<file path="src/rtl/bsg_axil_store_unpacker.sv">
// Unpacks a 32-bit store/load command into single-byte memory requests and
// returns read bytes (or an all-ones timeout marker) as a 32-bit response.
module bsg_axil_store_unpacker #(
    parameter int unsigned timeout_p = 255
) (
    input  logic        clk_i,
    input  logic        reset_n_i,
    input  logic [31:0] data_i,
    input  logic        v_i,
    output logic        ready_o,
    output logic [31:0] data_o,
    output logic        v_o,
    input  logic        ready_i,
    output logic        mem_v_o,
    output logic        mem_w_o,
    output logic [22:0] mem_addr_o,
    output logic [7:0]  mem_data_o,
    input  logic        mem_ready_i,
    input  logic [7:0]  mem_data_i,
    input  logic        mem_v_i,
    output logic [7:0]  timeout_count_o
);

    localparam int unsigned DATA_W  = 32;
    localparam int unsigned ADDR_W  = 23;
    localparam int unsigned BYTE_W  = 8;
    localparam int unsigned CNT_W   = 8;
    localparam int unsigned TIMER_W = unsigned'($clog2(timeout_p + 1));

    typedef struct packed {
        logic              w;
        logic [ADDR_W-1:0] addr;
        logic [BYTE_W-1:0] wdata;
    } cmd_t;

    typedef enum logic [1:0] {
        e_idle = 2'd0,
        e_req  = 2'd1,
        e_wait = 2'd2,
        e_resp = 2'd3
    } state_t;

    state_t             r_state;
    cmd_t               r_cmd;
    logic [DATA_W-1:0]  r_resp;
    logic [TIMER_W-1:0] r_timer;
    logic [CNT_W-1:0]   r_timeout_cnt;

    logic               r_ready;
    logic               r_v;
    logic [DATA_W-1:0]  r_data;
    logic               r_mem_v;
    logic               r_mem_w;
    logic [ADDR_W-1:0]  r_mem_addr;
    logic [BYTE_W-1:0]  r_mem_data;

    state_t             w_state_n;
    cmd_t               w_cmd_n;
    logic [DATA_W-1:0]  w_resp_n;
    logic [TIMER_W-1:0] w_timer_n;
    logic [CNT_W-1:0]   w_timeout_cnt_n;

    logic               w_ready_n;
    logic               w_v_n;
    logic [DATA_W-1:0]  w_data_n;
    logic               w_mem_v_n;
    logic               w_mem_w_n;
    logic [ADDR_W-1:0]  w_mem_addr_n;
    logic [BYTE_W-1:0]  w_mem_data_n;

    // State and datapath registers; outputs are registered images of the next state.
    always_ff @(posedge clk_i or negedge reset_n_i) begin
        if (!reset_n_i) begin
            r_state       <= e_idle;
            r_cmd         <= '0;
            r_resp        <= '0;
            r_timer       <= '0;
            r_timeout_cnt <= '0;
            r_ready       <= 1'b0;
            r_v           <= 1'b0;
            r_data        <= '0;
            r_mem_v       <= 1'b0;
            r_mem_w       <= 1'b0;
            r_mem_addr    <= '0;
            r_mem_data    <= '0;
        end else begin
            r_state       <= w_state_n;
            r_cmd         <= w_cmd_n;
            r_resp        <= w_resp_n;
            r_timer       <= w_timer_n;
            r_timeout_cnt <= w_timeout_cnt_n;
            r_ready       <= w_ready_n;
            r_v           <= w_v_n;
            r_data        <= w_data_n;
            r_mem_v       <= w_mem_v_n;
            r_mem_w       <= w_mem_w_n;
            r_mem_addr    <= w_mem_addr_n;
            r_mem_data    <= w_mem_data_n;
        end
    end

    // Next-state, datapath and output decode.
    always_comb begin
        w_state_n       = r_state;
        w_cmd_n         = r_cmd;
        w_resp_n        = r_resp;
        w_timer_n       = r_timer;
        w_timeout_cnt_n = r_timeout_cnt;

        unique case (r_state)
            e_idle: begin
                // r_ready gates acceptance so the cycle right after reset cannot accept
                if (r_ready && v_i) begin
                    w_cmd_n   = cmd_t'(data_i);
                    w_state_n = e_req;
                end
            end
            e_req: begin
                if (mem_ready_i) begin
                    w_timer_n = '0;
                    w_state_n = r_cmd.w ? e_idle : e_wait;
                end
            end
            e_wait: begin
                if (mem_v_i) begin
                    w_resp_n  = {{(DATA_W-BYTE_W){1'b0}}, mem_data_i};
                    w_state_n = e_resp;
                end else if (r_timer == TIMER_W'(timeout_p - 1)) begin
                    w_resp_n  = '1;
                    w_state_n = e_resp;
                    if (r_timeout_cnt != '1) begin
                        w_timeout_cnt_n = r_timeout_cnt + CNT_W'(1);
                    end
                end else begin
                    w_timer_n = r_timer + TIMER_W'(1);
                end
            end
            e_resp: begin
                if (ready_i) begin
                    w_state_n = e_idle;
                end
            end
            default: begin
                w_state_n = e_idle;
            end
        endcase

        w_ready_n    = (w_state_n == e_idle);
        w_mem_v_n    = (w_state_n == e_req);
        w_mem_w_n    = w_mem_v_n && w_cmd_n.w;
        w_mem_addr_n = w_mem_v_n ? w_cmd_n.addr : '0;
        w_mem_data_n = w_mem_w_n ? w_cmd_n.wdata : '0;
        w_v_n        = (w_state_n == e_resp);
        w_data_n     = w_v_n ? w_resp_n : '0;
    end

    assign ready_o         = r_ready;
    assign v_o             = r_v;
    assign data_o          = r_data;
    assign mem_v_o         = r_mem_v;
    assign mem_w_o         = r_mem_w;
    assign mem_addr_o      = r_mem_addr;
    assign mem_data_o      = r_mem_data;
    assign timeout_count_o = r_timeout_cnt;

endmodule

</file>
<file path="config.mk">
export PLATFORM = sky130hd
export DESIGN_NAME = bsg_axil_store_unpacker
export DESIGN_NICKNAME = d
export VERILOG_FILES = /design/src/rtl/bsg_axil_store_unpacker.sv
export SDC_FILE = /design/constraint.sdc
export NUM_CORES = 1
export LEC_CHECK = 0
export BUFFER_PORTS_ARGS = -buffer_cell sky130_fd_sc_hd__buf_2
export CORE_ASPECT_RATIO = 1.5
export CORE_MARGIN = 1.5
export CORE_UTILIZATION = 54
export DETAILED_ROUTE_END_ITERATION = 8
export PLACE_DENSITY_LB_ADDON = 0.12
export SLEW_MARGIN = 10
export SYNTH_ARGS = -nofsm -noshare
export SYNTH_HDL_FRONTEND = slang
export SYNTH_SLANG_ARGS = --single-unit
</file>
<file path="constraint.sdc">
create_clock -name clk_i -period 2.9 [get_ports clk_i]
set_clock_uncertainty 0.1 [all_clocks]
set_input_delay 0.145 -clock clk_i [delete_from_list [all_inputs] [get_ports clk_i]]
set_output_delay 0.145 -clock clk_i [all_outputs]
set_load 0.03 [all_outputs]
</file>
# ---- Word-level counts from Yosys, hierarchy flattened
# Index checks and enable logic that the tools add are counted.
dict set report totals {
  ff_bits 149
  latch_bits 0
  mem_bits_rw 0
  mem_bits_ro 0
  wordCells 53
  mem_count 0
}
dict set report op_classes {
  n_addsub 2
  mul 0
  div_mod_pow 0
  order_cmp 0
  eq_ne 10
  shift 0
  n_mux 19
  bitwise 1
  reduce_logical 7
}
# cell count
set ops {}
lappend ops {{$mux W32} 6}
lappend ops {{$mux W8} 4}
lappend ops {{$mux W23} 1}
lappend ops {{$add A8 B1 Y8 const B} 2}
lappend ops {{$pmux W8 S2} 1}
lappend ops {{$mux W2} 6}
lappend ops {{$eq A8 B8 Y1 const B} 1}
lappend ops {{$ne A8 B8 Y1 const B} 1}
lappend ops {{$pmux W2 S4} 1}
lappend ops {{$reduce_and A4 Y1} 2}
lappend ops {{$eq A2 B2 Y1 const B} 3}
lappend ops {{$ne A2 B2 Y1 const B} 3}
lappend ops {{$eq A2 B1 Y1 const B} 2}
lappend ops {{$logic_not A2 Y1} 2}
lappend ops {{$logic_and A1 B1 Y1} 2}
lappend ops {{$reduce_bool A2 Y1} 1}
lappend ops {{$not A1 Y1} 1}

# ---- Logic depth before layout (Yosys ltp)
dict set report depth {
  ltp_word 7
  ltp_mapped 9
  ltp_nobuf 6
}

# ---- Worst setup path after synthesis
# Ideal clock, no wire load.
dict set report synth_path {
  kind {register to register}
  from {register r_timer[0]}
  to {register r_timeout_cnt[6] (netlist: timeout_count_o[6])}
  setup_ns 0.125
  arrival_ns 1.828
  t_required_ns 2.675
  setup_slack_ns 0.847
  stages_incl_launch_ff 8
  path_buffers 1
  period_less_slack_ns 2.053
  cell_sequence {dfrtp_1 inv_1 ha_1 and3_1 clkbuf_1 nand4_2 nor4_1 mux2_2}
}
dict set report synth_between {
  elab_chain_len 2
}
# element line_no
set synth_rtl {}
lappend synth_rtl {{start: declaration} 46} ;# logic [TIMER_W-1:0] r_timer;
lappend synth_rtl {{start signal: assignment} 90} ;# r_timer <= w_timer_n;
lappend synth_rtl {{$eq A8 B8 Y1} 128} ;# end else if (r_timer == TIMER_W'(timeout_p - 1)) begin
lappend synth_rtl {{$reduce_and A4 Y1 (no source line)} n/a}
lappend synth_rtl {{end signal: assignment} 91} ;# r_timeout_cnt <= w_timeout_cnt_n;
lappend synth_rtl {{end: declaration} 47} ;# logic [CNT_W-1:0] r_timeout_cnt;
# No other way between the ends.
# A chain may end at the register's enable or synchronous reset.

# ---- Worst setup path after layout
dict set report layout_path {
  from {register r_state[1]}
  to {register r_mem_addr[1] (netlist: mem_addr_o[1])}
}
dict set report layout_between {
  elab_chain_len 5
  word_cells_on_any_way 13
  classes_between {eq/ne: 4; mux: 8; reduce/logical: 1}
}
# element line_no
set layout_rtl {}
lappend layout_rtl {{start: declaration} 43} ;# state_t r_state;
lappend layout_rtl {{start signal: assignment} 74} ;# r_state <= e_idle;
lappend layout_rtl {{start signal: assignment} 87} ;# r_state <= w_state_n;
lappend layout_rtl {{$mux W2} 128}
lappend layout_rtl {{$mux W2} 125} ;# if (mem_v_i) begin
lappend layout_rtl {{$pmux W2 S4} 110} ;# unique case (r_state)
lappend layout_rtl {{$eq A2 B1 Y1} 149} ;# w_mem_v_n = (w_state_n == e_req);
lappend layout_rtl {{$mux W23 *} 151} ;# w_mem_addr_n = w_mem_v_n ? w_cmd_n.addr : '0;
lappend layout_rtl {{named net w_mem_addr_n[1]} 68} ;# logic [ADDR_W-1:0] w_mem_addr_n;
lappend layout_rtl {{end signal: assignment} 97} ;# r_mem_addr <= w_mem_addr_n;
lappend layout_rtl {{end: declaration} 54} ;# logic [ADDR_W-1:0] r_mem_addr;
# Mark *: on every way through the listed nets, which the timed path passes. The rest lies on a longest branch.

==> flow_summary.toml <==
[outcome]
outcome = "finished, violations left"
failed_checks = "design-rule violations"

[worst_setup_path]
path_buf_inv = 1
endpoint_kind = "register"
worstPathCellList = "and3b_1, or4_4, o21ai_4, buf_4, nor2b_1"
max_stage_delay_ns = 0.61
worstPathRequired_ns = 3.08
r2r_slack_ns = 0.58
crit_path_max_fanout = 25
start_kind = "register"
crit_start = "r_state[1]"
path_class = "register to register"
timing.rr.end = "mem_addr_o[1]"
regToRegStartpoint = "r_state[1]"
reg2reg_depth = 5
critical_path_cell_count = 5
crit_arrival_ns = 2.50
critPathTopFamily = "simple AND/OR/NAND/NOR gates"
critical-path-slowest-cell = "or4_4"

[grt]
grt_pass1_vias = 3925
grt_pass1_wl_um = 18400
grt_start_max_net_pins = 89
grt_antenna_before_repair = 0
overflow = 0
grt_use_total_pct = 21.8

[synthesis]
synth_edf_count = 0
ys_seq_area_share_pct = 67.7
synth_area_leaders = "dfrtp_1 68%, mux2_2 7.0%, nor2b_1 3.5%"
ys.warnings.count = 0
synth.distinct_cells = 43
synth.top_cell.area_share_pct = 67.7
yosysMostFrequentCell = "dfrtp_1"
ys_seq_elements = 149
avgSynthCellArea_um2 = 12.7
synth_area_um2 = 5510
yosys.area.top_type = "dfrtp_1"
synth_nets = 484
synthFlopType = "dfrtp_1"
synthArstFlopShare_pct = 100
synth_common_cells = "149 x dfrtp_1, 47 x nor2_1, 34 x mux2_2"
syn_inst = 435

[final_layout]
syn_to_final_growth_pct = 31.4
multi_input_area_um2 = 1560
fillers = 688
final_cell_area_um2 = 7240
insertedDiodeCount = 0
drive_gt1_share_pct = 32.8
num-nets-final = 649
regArea_um2 = 3730

[drt]
drt_wl_total_um = 11100
detail-route-antenna-nets = 0
vias_per_cell = 5.11
drt_iter0_markers = 168
vias = 3731
drt_first_pass_iters = 8
routedWlPerCell_um = 15.2
drc = 9

[sta]
worstMarginPinSlew_ns = 0.793
final_hold_viol_count = 0
finalCriticalPeriod_ns = 2.32
slew_violations = 0
setup_viol = 0
fmax_mhz = 431
fin_ws_ns = 0.579
rsz0062_at_grt = "false"
post-route-period-util_pct = 80.0
setup_tns_ns = 0
slew_headroom_pct = 47.2

[cts]
post_cts_resized = 0
cts_sinks = 149
numCtsBuffers = 17
cts.clk_slew.worst_paths_ns = 0.06
h-tree-depth = 4
clk_latency_ns = 0.40
cts_tree = "built"
clockBufferDepth = 2
clockRootBuffer = "clkbuf_16"

[placed_design]
post_dp_cell_area_um2 = 6220
port_buffers = 120
dpl.hpwl_um = 6730
gp_congestion = 0.786
pre_cts_slack_ns = 0.580

[pwr]
powerDensity_nw_per_um2 = 960
max-vdd-ir-drop_v = 0.000569
p_leak_nw = 3.84

[floorplanning]
die_h_um = 127
start_util_pct = 55.0
fp.dieArea_um2 = 10800
die_x_um = 85.5
row_count = 45
core_area_um2 = 10000
ios = 121

[run]
drv_cap = 0

[min_path]
hold_class = "input pin to register"
whs_path_depth = 4
holdCritStartpoint = "mem_ready_i"
holdPathEnd = "r_timer[3]"
## layout by cell type (no fill, tap or decap), types with 5 or more instances in the layout
master         count
dfrtp_1          149
buf_2            119
nor2_1            47
dlygate4sd3_1     41
mux2_2            34
nor2b_1           31
inv_1             30
o21ai_0           27
clkbuf_16         17
a21oi_1           14
nand3_1           10
nand2_1            9
a211oi_1           9
xor2_1             7
buf_4              6
nor4_1             5
## sequential cells by signal (all words and copies together), names as in the netlist
signal,flops
timeout_count_o,8
mem_w_o,1
v_o,1
ready_o,1
mem_data_o,8
mem_addr_o,23
r_timer,8
mem_v_o,1
r_resp,32
r_cmd,32
r_state,2
data_o,32
## worst max-delay path by stage
| stage | endpoint | slack, ns |
|---|---|---|
| 2_1_floorplan | timeout_count_o[6] | 0.85 |
| 3_3_place_gp | mem_data_o[6] | 0.64 |
| 3_5_place_dp | mem_addr_o[20] | 0.58 |
| 4_1_cts | mem_addr_o[20] | 0.58 |
| 5_1_grt | v_o | 0.43 |
| 6_report | mem_addr_o[1] | 0.58 |
## worst register-to-register path, delay by kind of cell (launching register included)
family,cells,cell delay (ns)
AND/OR/NAND/NOR,3,1.11
flip-flops,1,0.58
buffers and inverters,1,0.28
AO/OA/AOI/OAI,1,0.13
## area by class of cell
cell class                 instances  share of cell area, %
tap                              117                   2.02
sequential                       149                   51.5
multi-input combinational        233                   21.6
clock buffer                      20                   6.17
timing repair buffer             168                   15.0
clock inverter                    12                   2.13
inverter                          31                   1.61
## logic make-up (layout without fill, tap and decap cells)
logic type | after synthesis | in the layout | synth area share, %
AO/OA/AOI/OAI | 60 | 60 | 6.66
XOR/XNOR | 9 | 9 | 1.43
adder cells (fa/ha/maj) | 3 | 3 | 0.682
buffers and inverters | 53 | 231 | 4.23
flip-flops | 149 | 149 | 67.7
multiplexers | 35 | 35 | 7.13
AND/OR/NAND/NOR | 126 | 126 | 12.2
## metrics by stage
stage                     cells  hold WS (ns)  power [W]  utilization, %
after global placement      657         0.154    0.00467            62.1
after floorplan             435        -0.251    0.00422               -
after CTS                   730        0.0956    0.00700            72.2
after global routing        730         0.141    0.00728            72.2
after detailed placement    657         0.162    0.00474            62.1
final                       730         0.117    0.00695            72.2
## report_power, final
part | leakage [nW] | internal (W) | switching (W)
logic | 1.59 | 0.000741 | 0.00120
registers | 1.96 | 0.00261 | 0.000208
clock network | 0.286 | 0.00138 | 0.000819
## repair_timing
item / in CTS / in global routing
setup endpoints to repair: 0 / 0
buffers inserted: 0 / 0
hold buffers: 41 / 0
endpoints found under the hold margin: 137 / 0
## metal layers
metal | track usage, % | part of all wire, % | up-vias
met5 | 0 | 0 | -
met4 | 10.6 | 3.2 | 0
met3 | 5.79 | 5.4 | 27
met2 | 36.3 | 50 | 117
met1 | 26.3 | 41 | 1811
li1 | - | - | 1776
(Power assumes the default switching activity.)
